===== src/rtl/mem_stage_lsu_pkg.sv =====
// Shared encodings and helpers for the MEM-stage load/store unit:
// access sizes, LSU FSM states, pipeline NOP and store-side lane helpers.
package mem_stage_lsu_pkg;

  localparam logic [1:0] SIZE_WORD = 2'b00;
  localparam logic [1:0] SIZE_HALF = 2'b01;
  localparam logic [1:0] SIZE_BYTE = 2'b10;

  typedef enum logic [1:0] {
    ST_IDLE = 2'b00,
    ST_REQ  = 2'b01,
    ST_DONE = 2'b10
  } lsu_state_e;

  localparam logic [31:0] NOP_INSTR = 32'h0000_0013;

  function automatic logic [3:0] byte_en(input logic [1:0] size, input logic [1:0] off);
    case (size)
      SIZE_BYTE: byte_en = 4'b0001 << off;
      SIZE_HALF: byte_en = 4'b0011 << off;
      default:   byte_en = 4'b1111;
    endcase
  endfunction

  // Replicate the store operand across every lane it could occupy.
  function automatic logic [31:0] lane_data(input logic [1:0] size, input logic [31:0] data);
    case (size)
      SIZE_BYTE: lane_data = {4{data[7:0]}};
      SIZE_HALF: lane_data = {2{data[15:0]}};
      default:   lane_data = data;
    endcase
  endfunction

endpackage


===== src/rtl/mem_stage_lsu_if.sv =====
// Data-memory req/ack bus between the LSU (master) and the memory (slave).
interface mem_stage_lsu_if;
  logic        dmem_req;
  logic        dmem_we;
  logic [31:0] dmem_addr;
  logic [3:0]  dmem_be;
  logic [31:0] dmem_wdata;
  logic        dmem_ack;
  logic [31:0] dmem_rdata;

  modport master (
    output dmem_req, dmem_we, dmem_addr, dmem_be, dmem_wdata,
    input  dmem_ack, dmem_rdata
  );

  modport slave (
    input  dmem_req, dmem_we, dmem_addr, dmem_be, dmem_wdata,
    output dmem_ack, dmem_rdata
  );
endinterface


===== src/rtl/mem_stage_lsu_load_align.sv =====
// Load formatter: picks the addressed lane(s) of the read word and
// sign/zero-extends them to 32 bits.
module lsu_load_align
  import mem_stage_lsu_pkg::*;
(
  input  logic [31:0] rdata,
  input  logic [1:0]  offset,
  input  logic [1:0]  size,
  input  logic        sign,
  output logic [31:0] result
);

  logic [31:0] shifted_s;

  assign shifted_s = rdata >> {offset, 3'b000};

  // Lane extraction and extension by access size.
  always_comb begin
    result = rdata;
    case (size)
      SIZE_BYTE: result = {{24{sign & shifted_s[7]}}, shifted_s[7:0]};
      SIZE_HALF: result = {{16{sign & shifted_s[15]}}, shifted_s[15:0]};
      default:   result = rdata;
    endcase
  end

endmodule


===== src/rtl/mem_stage_lsu.sv =====
// MEM-stage load/store unit: issues one data-memory access per memory
// instruction, stalls the upstream pipeline until it completes or times out.
module mem_stage_lsu
  import mem_stage_lsu_pkg::*;
#(
  parameter int TIMEOUT = 16,
  parameter int TO_W    = 5
) (
  input  logic                  clk,
  input  logic                  rst,
  input  logic                  mem_r,
  input  logic                  mem_w,
  input  logic [31:0]           addr,
  input  logic [31:0]           wdata,
  input  logic [1:0]            load_type,
  input  logic                  load_sign,
  mem_stage_lsu_if.master       dmem,
  output logic                  stall,
  output logic [31:0]           load_data,
  output logic                  load_valid,
  output logic                  misalign,
  output logic                  bus_err
);

  lsu_state_e       state_r;
  logic [TO_W-1:0]  cnt_r;
  logic             req_r;
  logic             we_r;
  logic [31:0]      addr_r;
  logic [3:0]       be_r;
  logic [31:0]      wdata_r;
  logic [1:0]       off_r;
  logic [1:0]       size_r;
  logic             sign_r;
  logic [31:0]      load_data_r;
  logic             load_valid_r;
  logic             bus_err_r;
  logic             access_s;
  logic             misalign_s;
  logic [31:0]      aligned_s;

  assign access_s = mem_r | mem_w;

  // Alignment check only matters while a new instruction is being evaluated.
  always_comb begin
    misalign_s = 1'b0;
    if (state_r == ST_IDLE && access_s) begin
      case (load_type)
        SIZE_HALF: misalign_s = addr[0];
        SIZE_BYTE: misalign_s = 1'b0;
        default:   misalign_s = (addr[1:0] != 2'b00);
      endcase
    end else begin
      misalign_s = 1'b0;
    end
  end

  // Upstream hold: released in DONE so the next instruction advances.
  always_comb begin
    stall = 1'b0;
    case (state_r)
      ST_IDLE: stall = access_s & ~misalign_s;
      ST_REQ:  stall = 1'b1;
      default: stall = 1'b0;
    endcase
  end

  lsu_load_align u_align (
    .rdata  (dmem.dmem_rdata),
    .offset (off_r),
    .size   (size_r),
    .sign   (sign_r),
    .result (aligned_s)
  );

  // Access FSM with all bus and result outputs registered.
  always_ff @(posedge clk or posedge rst) begin
    if (rst) begin
      state_r      <= ST_IDLE;
      cnt_r        <= '0;
      req_r        <= 1'b0;
      we_r         <= 1'b0;
      addr_r       <= 32'h0000_0000;
      be_r         <= 4'b0000;
      wdata_r      <= 32'h0000_0000;
      off_r        <= 2'b00;
      size_r       <= SIZE_WORD;
      sign_r       <= 1'b0;
      load_data_r  <= 32'h0000_0000;
      load_valid_r <= 1'b0;
      bus_err_r    <= 1'b0;
    end else begin
      case (state_r)
        ST_IDLE: begin
          load_valid_r <= 1'b0;
          bus_err_r    <= 1'b0;
          if (access_s && !misalign_s) begin
            addr_r  <= {addr[31:2], 2'b00};
            be_r    <= byte_en(load_type, addr[1:0]);
            wdata_r <= lane_data(load_type, wdata);
            we_r    <= mem_w;
            off_r   <= addr[1:0];
            size_r  <= load_type;
            sign_r  <= load_sign;
            req_r   <= 1'b1;
            cnt_r   <= '0;
            state_r <= ST_REQ;
          end
        end
        ST_REQ: begin
          if (dmem.dmem_ack) begin
            req_r <= 1'b0;
            if (!we_r) begin
              load_data_r  <= aligned_s;
              load_valid_r <= 1'b1;
            end
            state_r <= ST_DONE;
          end else if (cnt_r == TO_W'(TIMEOUT - 1)) begin
            req_r       <= 1'b0;
            bus_err_r   <= 1'b1;
            load_data_r <= 32'h0000_0000;
            state_r     <= ST_DONE;
          end else begin
            cnt_r <= cnt_r + TO_W'(1);
          end
        end
        ST_DONE: begin
          load_valid_r <= 1'b0;
          bus_err_r    <= 1'b0;
          state_r      <= ST_IDLE;
        end
        default: begin
          req_r   <= 1'b0;
          state_r <= ST_IDLE;
        end
      endcase
    end
  end

  assign dmem.dmem_req   = req_r;
  assign dmem.dmem_we    = we_r;
  assign dmem.dmem_addr  = addr_r;
  assign dmem.dmem_be    = be_r;
  assign dmem.dmem_wdata = wdata_r;
  assign load_data       = load_data_r;
  assign load_valid      = load_valid_r;
  assign bus_err         = bus_err_r;
  assign misalign        = misalign_s;

endmodule


===== src/flat_wrapper.sv =====
// flat-port wrapper written by rule: the top's interface ports become plain ports
module mem_stage_lsu_flat import mem_stage_lsu_pkg::*;
#(
  parameter int TIMEOUT = 16,
  parameter int TO_W    = 5
)
  (clk, rst, mem_r, mem_w, addr, wdata, load_type, load_sign, stall, load_data, load_valid, misalign, bus_err, dmem_dmem_req, dmem_dmem_we, dmem_dmem_addr, dmem_dmem_be, dmem_dmem_wdata, dmem_dmem_ack, dmem_dmem_rdata);
  mem_stage_lsu_if dmem_i ();
  input  logic clk;
  input  logic rst;
  input  logic mem_r;
  input  logic mem_w;
  input  logic [31:0] addr;
  input  logic [31:0] wdata;
  input  logic [1:0] load_type;
  input  logic load_sign;
  output logic stall;
  output logic [31:0] load_data;
  output logic load_valid;
  output logic misalign;
  output logic bus_err;
  output wire logic [$bits(dmem_i.dmem_req)-1:0] dmem_dmem_req;
  output wire logic [$bits(dmem_i.dmem_we)-1:0] dmem_dmem_we;
  output wire logic [$bits(dmem_i.dmem_addr)-1:0] dmem_dmem_addr;
  output wire logic [$bits(dmem_i.dmem_be)-1:0] dmem_dmem_be;
  output wire logic [$bits(dmem_i.dmem_wdata)-1:0] dmem_dmem_wdata;
  input wire logic [$bits(dmem_i.dmem_ack)-1:0] dmem_dmem_ack;
  input wire logic [$bits(dmem_i.dmem_rdata)-1:0] dmem_dmem_rdata;
  assign dmem_dmem_req = dmem_i.dmem_req;
  assign dmem_dmem_we = dmem_i.dmem_we;
  assign dmem_dmem_addr = dmem_i.dmem_addr;
  assign dmem_dmem_be = dmem_i.dmem_be;
  assign dmem_dmem_wdata = dmem_i.dmem_wdata;
  assign dmem_i.dmem_ack = dmem_dmem_ack;
  assign dmem_i.dmem_rdata = dmem_dmem_rdata;
  mem_stage_lsu #(.TIMEOUT(TIMEOUT), .TO_W(TO_W)) u_core (.clk(clk), .rst(rst), .mem_r(mem_r), .mem_w(mem_w), .addr(addr), .wdata(wdata), .load_type(load_type), .load_sign(load_sign), .dmem(dmem_i), .stall(stall), .load_data(load_data), .load_valid(load_valid), .misalign(misalign), .bus_err(bus_err));
endmodule

===== config.mk =====
export PLATFORM = sky130hd
export DESIGN_NAME = mem_stage_lsu_flat
export DESIGN_NICKNAME = d
export VERILOG_FILES = /design/src/rtl/mem_stage_lsu_pkg.sv /design/src/rtl/mem_stage_lsu_if.sv /design/src/rtl/mem_stage_lsu_load_align.sv /design/src/rtl/mem_stage_lsu.sv /design/src/flat_wrapper.sv
export SDC_FILE = /design/constraint.sdc
export NUM_CORES = 1
export LEC_CHECK = 0
export BUFFER_PORTS_ARGS = -buffer_cell sky130_fd_sc_hd__buf_4
export CORE_MARGIN = 3
export CORE_UTILIZATION = 49
export DETAILED_ROUTE_END_ITERATION = 7
export PLACE_DENSITY_LB_ADDON = 0.1
export RECOVER_POWER = 25
export SLEW_MARGIN = 20
export SYNTH_ARGS = -nofsm -noshare
export SYNTH_HDL_FRONTEND = slang
export SYNTH_SLANG_ARGS = --single-unit

===== constraint.sdc =====
create_clock -name clk -period 4.6 [get_ports clk]
set_input_delay 0.46 -clock clk [delete_from_list [all_inputs] [get_ports clk]]
set_output_delay 0.46 -clock clk [all_outputs]
set_load 0.005 [all_outputs]

==> Flow_metrics.wiki <==
{| class="wikitable"
! Metric !! Value
|-
| Distinct cells, synth || between 40 and 50
|-
| Final weighted congestion of routability-driven global placement || 0.8552
|-
| Reported leakage power || 3.826 nW
|-
| Number of placed instances with taps included || 890
|-
| Length in cells of the worst reg-to-reg path || 4
|-
| Share of synthesized area occupied by flip-flops and latches || 0.5179
|-
| Tightest Hold Check Type || in -> reg
|-
| Met1 usage || 0.3246
|-
| Skew-Pair Late Insertion Delay || 410 ps
|-
| Post-CTS Repair Setup Buffers || 0
|-
| Standard-cell row count || 38
|-
| Vias in the first global route || 5153
|-
| Placement-stage cell area || 6993 um^2
|-
| Average cell area after synthesis || between 9 and 10 um^2
|-
| Total number of nets in the final design || 879
|-
| Unrepaired setup endpoints after global routing || no
|-
| Ratio of routed vias to standard cells || 5.444
|-
| Critical path peak fanout || 82
|-
| Setup TNS Final || 0 ps
|-
| Capturing instance or port of the critical path || u_core.load_data[20]$_DFFE_PP0P_
|-
| Non-filler cells, final || approximately 920
|-
| Die outline height || between 100 and 150 um
|-
| First-pass GRT wire length || 25650 um
|-
| Starting DRT DRC Count || 366
|-
| Fraction of final layout cells sized beyond drive strength 1 || 0.3261
|-
| Count of buffer and inverter cells on the critical path || 3
|-
| EDFF count, synth || 0
|-
| Max-slew violation count || 83
|-
| Via Count || 5019
|-
| Cell Pwr Density || 674.7 nW/um^2
|-
| Hold slack || 239.3 ps
|-
| Area of the core region || 10940 um^2
|-
| Yosys warning total || 0
|-
| CP max stage delay || 2120 ps
|-
| Data arrival time of the worst path || 3420 ps
|-
| Worst path slowest cell || inv_1
|-
| Final cell area excluding filler cells || 7665 um^2
|-
| Count of filler cells inserted in the layout || 875
|-
| Clock sink count || 114
|-
| Overall routed net length || 15840 um
|-
| Width of the die || roughly 110 um
|-
| Total of endpoints with negative setup slack in the final report || 0
|-
| Instance count on the critical path || 3
|-
| Capturing element type of the critical path || asynchronous set/reset pin
|-
| CTS tree || yes
|-
| Number of hold violations in the final report || 0
|-
| Final critical path time including I/O delays and setup || between 2000 and 3000 ps
|-
| Largest net degree at the start of global routing || slightly above 80
|-
| Headroom to the max-slew limit || -1.029
|-
| Violations in the final reports || max-capacitance violations, max-slew violations
|-
| Final antenna-violating net count || 0
|-
| Detailed-routing iteration count for the pre-antenna-repair pass || 8
|-
| Slack of the worst reg-to-reg path || 2100 ps
|-
| Synth Register Bits || 114
|-
| Number of cells on the worst hold path || 3
|-
| Global router's overall resource usage || 0.2531
|-
| Worst Path Required || roughly 5100 ps
|-
| Dominant cell type by area after synthesis || dfrtp_1
|-
| Worst setup path start || rst
|-
| Number of buffers inserted during clock tree synthesis || 17
|-
| Initial cell density of the core || 0.5037
|-
| Ranking of synthesized cells by area || dfrtp_1 52%, nand2_1 11%, a22oi_1 4.4%, o21ai_0 4.3%, o31ai_1 3.3%
|-
| Largest delay contributor family on the critical path || buffers and inverters
|-
| Portion of synthesized cell area occupied by the leading cell type || 0.5179
|-
| Met3 track utilization from global routing || 0.07763
|-
| Hold buffer count at cts || 0
|-
| Cell area after synthesis || 5508 um^2
|-
| HP Start || addr[29]
|-
| Number of top-level pins || between 200 and 250
|-
| Result of the run || complete, but fails checks
|-
| Overflow after GRT || 0
|-
| Actual slew at the worst max-slew pin || 3040 ps
|-
| Gates resized, CTS repair || 0
|-
| Worst Skew || 8.755 ps
|-
| Syn-to-layout area delta || 39.16%
|-
| Final worst path period share || 0.6297
|-
| Reg2reg start || u_core.off_r[1]$_DFFE_PP0P_
|-
| Crit path launch type || primary input
|-
| Buffer type at the clock tree root || clkbuf_16
|-
| DRC violation count after routing || 0
|-
| Total Die Area || around 13000 um^2
|-
| CTS clock-pin slew for the worst setup and hold paths || approximately 60 ps
|-
| Synth async-reset ratio || 1.000
|-
| Cell-by-cell trace of the critical path || clkbuf_4 > inv_1 > buf_4
|-
| Number of antenna violations at the first check in global routing || 0
|-
| End of the worst register-to-register path || u_core.load_data[28]$_DFFE_PP0P_
|-
| Maximum buffer depth of the clock tree || 2
|-
| Port Buffer Count || 207
|-
| Detailed Place HPWL || around 11000 um
|-
| Maximum ir drop on the vdd rail || around 0.34 mV
|-
| Maxcap violations || 1
|-
| GR Layer Usage met2 || 0.4093
|-
| Highest clock frequency the design can meet || 345.3 MHz
|-
| Cell count after synthesis || between 500 and 600
|-
| Most crowded layer after global routing || met2
|-
| Number of H-tree levels || 4
|-
| Type of the setup path with the least slack || in -> async
|-
| Antenna fix cells || 0
|-
| Most used flip-flop cell after synthesis || dfrtp_1
|-
| Routed length per placed instance || 17.18 um
|}
-- logic make-up after synthesis --
| family | after synthesis | share of synthesized area |
|---|---|---|
| compound gates | 159 | 0.1899 |
| xor+xnor | 3 | 0.004771 |
| fa+ha+maj | 6 | 0.01363 |
| buf+inv | 56 | 0.06338 |
| flops | 114 | 0.5179 |
| mux | 12 | 0.02226 |
| other cells | 1 | 0.0006809 |
| simple gates | 229 | 0.1874 |
-- worst min path at each step --
| stage | slack (ps) | endpoint |
|---|---|---|
| floorplan | 470 | u_core.dmem.dmem_req$_DFFE_PP0P_ |
| global placement | 460 | u_core.dmem.dmem_addr[11]$_DFFE_PP0P_ |
| detailed placement | 470 | u_core.dmem.dmem_addr[7]$_DFFE_PP0P_ |
| CTS | 230 | u_core.dmem.dmem_addr[29]$_DFFE_PP0P_ |
| global route | 240 | u_core.dmem.dmem_addr[6]$_DFFE_PP0P_ |
| finish | 240 | u_core.dmem.dmem_addr[29]$_DFFE_PP0P_ |
-- synth_stat cells (all sizes together) (3+ instances only) --
cell type / count
a211oi: 7
a21oi: 14
a221oi: 8
a22oi: 32
and2: 10
buf: 23
clkbuf: 19
dfrtp: 114
ha: 6
inv: 13
mux2i: 10
nand2: 168
nor2: 9
nor2b: 26
o211ai: 3
o21ai: 56
o22ai: 4
o2bb2ai: 7
o31ai: 24
-- report_power, final --
group          internal (mW)  leakage [nW]  switching, mW
sequential              1.46          1.44          0.374
combinational          0.968          2.07          0.897
clock                   1.01         0.318          0.469
-- layer usage --
layer	up-vias	share of wire
met5	-	0
met1	2393	0.41
met4	0	0.024
met2	209	0.48
met3	32	0.078
li1	2385	-
-- placed cells by master, fill, tap and decap left out, types with 2 or more instances in the layout --
cell type   synthesis  routed
clkinvlp_4          0       3
ha_1                6       6
o31ai_1            24      24
and2_4              2       2
o21ai_1             6       6
clkbuf_4            0       2
buf_4               2     209
or3_1               2       2
clkbuf_16           0      17
nand3b_1            2       2
mux2_2              2       2
nor2_1              8       8
conb_1              1       2
a22oi_1            32      32
nor3_1              2       2
o21ai_0            47      47
o2bb2ai_1           7       7
o211ai_1            3       3
a221oi_1            8       8
nand2_1           168     168
a211oi_1            7       7
xor2_1              2       2
a21oi_1            14      13
clkinv_4            0       3
nor2b_1            26      26
and2_1              8       8
inv_1              13      13
dfrtp_1           114     114
bufinv_16           0       5
o21ai_2             3       3
clkbuf_8            1       3
mux2i_1            10      10
o22ai_1             4       4
-- stage by stage --
| step | utilization | setup WS, ps | total power, mW |
|---|---|---|---|
| global placement | 0.6395 | 1623 | 3.628 |
| floorplan | - | 1124 | 2.726 |
| global route | 0.7009 | 1105 | 5.509 |
| CTS | 0.7008 | 1768 | 5.198 |
| finish | 0.7009 | 1704 | 5.172 |
| detailed placement | 0.6395 | 1504 | 3.700 |
-- worst register-to-register path, cell delays in order (launching register included) --
cell and delay, ps:
dfrtp_1 1060, mux2i_1 410, o22ai_1 170, a21oi_2 490
o21ai_0 210
-- registers in the layout (all words and copies together) (netlist names), 2 cells and up --
| name | flops |
|---|---|
| u_core.dmem.dmem_wdata | 32 |
| u_core.load_data | 32 |
| u_core.dmem.dmem_addr | 30 |
| u_core.cnt_r | 5 |
| u_core.dmem.dmem_be | 4 |
| u_core.off_r | 2 |
| u_core.size_r | 2 |
| u_core.state_r | 2 |
-- area by class of cell --
| cell class | instances | area [um^2] | area share |
|---|---|---|---|
| clock inverter | 12 | 203.9 | 0.02661 |
| clock buffer | 20 | 466.7 | 0.06089 |
| inverter | 13 | 48.80 | 0.006366 |
| timing repair buffer | 212 | 1604 | 0.2093 |
| sequential | 114 | 2853 | 0.3722 |
| tap | 140 | 175.2 | 0.02285 |
| multi-input combinational | 411 | 2313 | 0.3018 |
(Power assumes the default switching activity.)
